===== src/rtl/mux_4.sv =====
// mux_4: result-select stage of the 16-bit RISC datapath.
// Chooses the ALU or shifter result for write-back. The chosen word is
// available combinationally and also in an enable-qualified register,
// together with zero/negative status flags that describe that register.
module mux_4 #(
    parameter int N = 16
) (
    input  logic         clk,
    input  logic         rst,
    input  logic         en,
    input  logic         M4,
    input  logic [N-1:0] ALU_out,
    input  logic [N-1:0] Shift_out,
    output logic [N-1:0] MUX_4_out,
    output logic [N-1:0] MUX_4_q,
    output logic         zero_q,
    output logic         neg_q
);

    logic [N-1:0] word_d, word_q;
    logic         zero_d, zero_q_r;
    logic         neg_d,  neg_q_r;

    // Result select. An unknown select yields an unknown word rather than
    // quietly favouring one source.
    always_comb begin
        MUX_4_out = '0;
        unique case (M4)
            1'b0:    MUX_4_out = ALU_out;
            1'b1:    MUX_4_out = Shift_out;
            default: MUX_4_out = 'x;
        endcase
    end

    // Next state of the output register: capture on enable, otherwise hold.
    // Flags are derived from the same word being captured, so they can
    // never disagree with MUX_4_q.
    always_comb begin
        word_d = word_q;
        zero_d = zero_q_r;
        neg_d  = neg_q_r;
        if (en) begin
            word_d = MUX_4_out;
            zero_d = (MUX_4_out == '0);
            neg_d  = MUX_4_out[N-1];
        end
    end

    // Output register with synchronous reset; reset wins over enable and
    // leaves an all-zero word, hence zero flag set.
    always_ff @(posedge clk) begin
        if (rst) begin
            word_q   <= '0;
            zero_q_r <= 1'b1;
            neg_q_r  <= 1'b0;
        end else begin
            word_q   <= word_d;
            zero_q_r <= zero_d;
            neg_q_r  <= neg_d;
        end
    end

    assign MUX_4_q = word_q;
    assign zero_q  = zero_q_r;
    assign neg_q   = neg_q_r;

endmodule


===== config.mk =====
export PLATFORM = sky130hd
export DESIGN_NAME = mux_4
export DESIGN_NICKNAME = d
export VERILOG_FILES = /design/src/rtl/mux_4.sv
export SDC_FILE = /design/constraint.sdc
export NUM_CORES = 1
export LEC_CHECK = 0
export BUFFER_PORTS_ARGS = -buffer_cell sky130_fd_sc_hd__buf_2
export CAP_MARGIN = 10
export CORE_ASPECT_RATIO = 1.1
export CORE_UTILIZATION = 35
export CTS_CLUSTER_DIAMETER = 60
export CTS_CLUSTER_SIZE = 40
export DETAILED_ROUTE_END_ITERATION = 8
export PLACE_DENSITY = 0.78
export SYNTH_ARGS = -nofsm -noshare
export SYNTH_HDL_FRONTEND = slang
export SYNTH_SLANG_ARGS = --single-unit

===== constraint.sdc =====
create_clock -name clk -period 1 [get_ports clk]
set_clock_uncertainty 0.2 [all_clocks]
set_input_delay 0.1 -clock clk [delete_from_list [all_inputs] [get_ports clk]]
set_output_delay 0.1 -clock clk [all_outputs]
set_load 0.01 [all_outputs]

==> impl_metrics.py <==
metrics = {
    "outcome": {
        "status": "finished with violations",
        "violations": "hold timing, setup timing",
    },
    "sta": {
        "max_freq_mhz": 943,
        "setup_ws_ps": -61.0,
        "slew_headroom": 0.790,
        "rsz0062_at_grt": "true",
        "hold_viol": 6,
        "fin_crit_sh": 1.06,
        "setup_tns_ps": -840,
        "timing.final.crit_period_ps": 1060,
        "slew_viol_final": 0,
        "holdWs_ps": -172,
        "finalSetupViolCount": 19,
        "worstMarginPinSlew_ps": 313,
    },
    "cells_and_area": {
        "register_area_um2": 362,
        "final_area_mm2": 0.00166,
        "final_nets": 204,
        "antennaDiodeCount": 0,
        "fillCellCount": 195,
        "drive_gt1_frac": 0.731,
        "syn2layout_area_growth_pct": 81.7,
        "multi_input_area_um2": 584,
    },
    "clocking": {
        "cts_tree": "yes",
        "cts_max_level": 1,
        "numClockSinks": 17,
        "clk_pin_slew_ps": 110,
        "worstSkewPairLatency_ps": 290,
        "root_buffer": "clkbuf_4",
        "cts_buffers": 3,
        "cts_buffer_depth": 2,
    },
    "synthesis": {
        "ys.warnings.count": 0,
        "synth.net_count": 125,
        "syn_avg_cell_area_um2": 10.2,
        "yosysSeqAreaShare": 0.374,
        "syn_area_um2": 911,
        "ys_top_cells_by_area": "dfxtp_1 37%, mux2i_1 18%, mux2_2 17%",
        "synth_top_area_cell": "dfxtp_1",
        "yosysUniqueCellTypes": 20,
        "synth_cells": 89,
        "synth_top_cell_area_share": 0.374,
        "ys_ff_latch": 17,
    },
    "detailed_routing": {
        "wl_met1_um": 1070,
        "top_layer_used": "met4",
        "via_count": 1016,
        "vias_per_cell": 5.13,
        "dr.first_iter.drc_count": 10,
        "detail_route.wl_per_cell_um": 15.0,
        "met3_length_um": 188,
        "drc": 0,
        "wl_met2_um": 1660,
        "firstDrtPassIters": 4,
        "routed_wl_um": 2980,
        "drtAntennaViolNets": 0,
    },
    "placement": {
        "dpl_worst_slack_ps": -465,
        "dpl.hpwl_um": 2170,
        "port_buffers": 69,
        "dpl_cell_area_mm2": 0.00136,
        "gp_congestion": 0.793,
    },
    "global_route": {
        "overflow": 0,
        "grt_first_pass_wirelength_um": 4770,
        "track_usage": 0.224,
        "grt_pass1_vias": 1054,
        "grt_max_degree": 13,
        "antenna_found_initial": 0,
    },
    "hold_path": {
        "hp-class": "in2reg",
    },
    "worst_setup_path": {
        "critPathArrivalTime_ps": 760,
        "crit_family": "flip-flops",
        "cp.depth": 1,
        "cp-end-kind": "primary output",
        "critical_path.startpoint": "MUX_4_q[15]",
        "cp_max_fo": 3,
        "crit_buf_inv": 1,
        "crit_required_ps": 700,
        "cp-endpoint": "neg_q",
        "r2r-start": "zero_q",
        "reg2reg_setup_slack_ps": -20,
        "worstRegToRegCells": 2,
        "critPathMaxStageDelay_ps": 350,
        "crit_path_start_kind": "flop",
        "critical_path_class": "reg2out",
        "crit_slowest_cell": "dfxtp_2",
        "reg2reg_to": "zero_q",
        "cp_cell_sequence": "buf_2",
    },
    "floorplanning": {
        "initial_core_util": 0.368,
        "dieWidth_um": 50.6,
        "die_height_um": 55.5,
        "core_area_mm2": 0.00247,
        "die-area_mm2": 0.00281,
        "placementRows": 19,
        "io_pins": 70,
    },
    "job": {
        "drv_cap": 0,
    },
    "power": {
        "power_density_mw_per_mm2": 1070,
        "ir_drop_mv": 1.21,
        "leakagePower_nw": 0.846,
    },
}
==> per-stage QoR <==
step,power (W),std cells,util,hold WS [ps]
after floorplan,0.00103,89,-,141
after detailed placement,0.00125,190,0.550,152
after global placement,0.00123,190,0.550,150
after global routing,0.00187,198,0.670,-188
after CTS,0.00178,199,0.673,-181
final,0.00177,198,0.670,-172
==> kinds of logic after synthesis <==
| kind of cell | share of synthesized area |
|---|---|
| AOI/OAI and AO/OA | 0.0343 |
| muxes | 0.374 |
| buffers and inverters | 0.0508 |
| DFF | 0.374 |
| and+or+nand+nor | 0.168 |
==> worst min-delay path by stage <==
stage	startpoint	to	depth (start not counted)
2_1_floorplan	Shift_out[0]	MUX_4_out[0]	1
3_3_place_gp	rst	MUX_4_q[15]	2
3_5_place_dp	rst	MUX_4_q[13]	2
4_1_cts	rst	MUX_4_q[13]	2
5_1_grt	rst	MUX_4_q[13]	2
6_report	rst	MUX_4_q[13]	2
==> cell usage in the layout (no fill, tap or decap) <==
master and instances:
a311o_1 1, buf_12 2, buf_16 2, buf_2 46
buf_4 9, buf_6 22, clkbuf_4 3, clkinvlp_4 1
dfxtp_2 17, mux2_4 16, mux2i_1 16, nand2_1 2
nand3_1 1, nand3_2 1, nor2_1 18, nor2b_1 1
nor3b_2 1, nor4_1 5, nor4_2 1, o21ai_0 1
o41ai_2 1
==> per-layer routing <==
layer / global-route usage / up-vias
met5: 0 / -
met4: 0.0754 / 0
met3: 0.0579 / 6
met2: 0.421 / 45
met1: 0.232 / 495
li1: - / 470
==> report_power, final <==
part	switching, W	total, W	leakage (nW)	internal, W
logic	0.000255	0.000624	0.686	0.000369
clock network	0.000231	0.000383	0.0139	0.000152
registers	0.0000333	0.000767	0.146	0.000733
==> layout make-up <==
cell class,count,area share
tap,31,0.0234
sequential,17,0.218
clock inverter,1,0.00454
timing repair buffer,81,0.387
clock buffer,3,0.0136
multi-input combinational,65,0.353
==> cell usage after synthesis <==
library cell and instances:
nor2_1 18, dfxtp_1 17, mux2i_1 16, mux2_2 14, nor4_1 5, buf_4 3
mux2_1 2, nand2_1 2, a311o_1 1, buf_1 1, buf_2 1, buf_6 1
clkbuf_1 1, nand3_1 1, nand3_2 1, nor2b_1 1, nor3b_2 1, nor4_2 1
o21ai_0 1, o41ai_2 1
==> what timing repair did <==
| item | 4_1_cts | 5_1_grt |
|---|---|---|
| resized for setup | 54 | 0 |
| cloned | 1 | 0 |
| endpoints found under the hold margin | 8 | 5 |
| pin swaps | 1 | 1 |
| buffers inserted | 5 | 0 |
| endpoints found under the setup margin | 51 | 21 |
==> registers in the layout, indices dropped and copies added (netlist names) <==
signal / count
zero_q: 1
MUX_4_q: 16
Note: power is estimated with default switching activity, not from simulation.
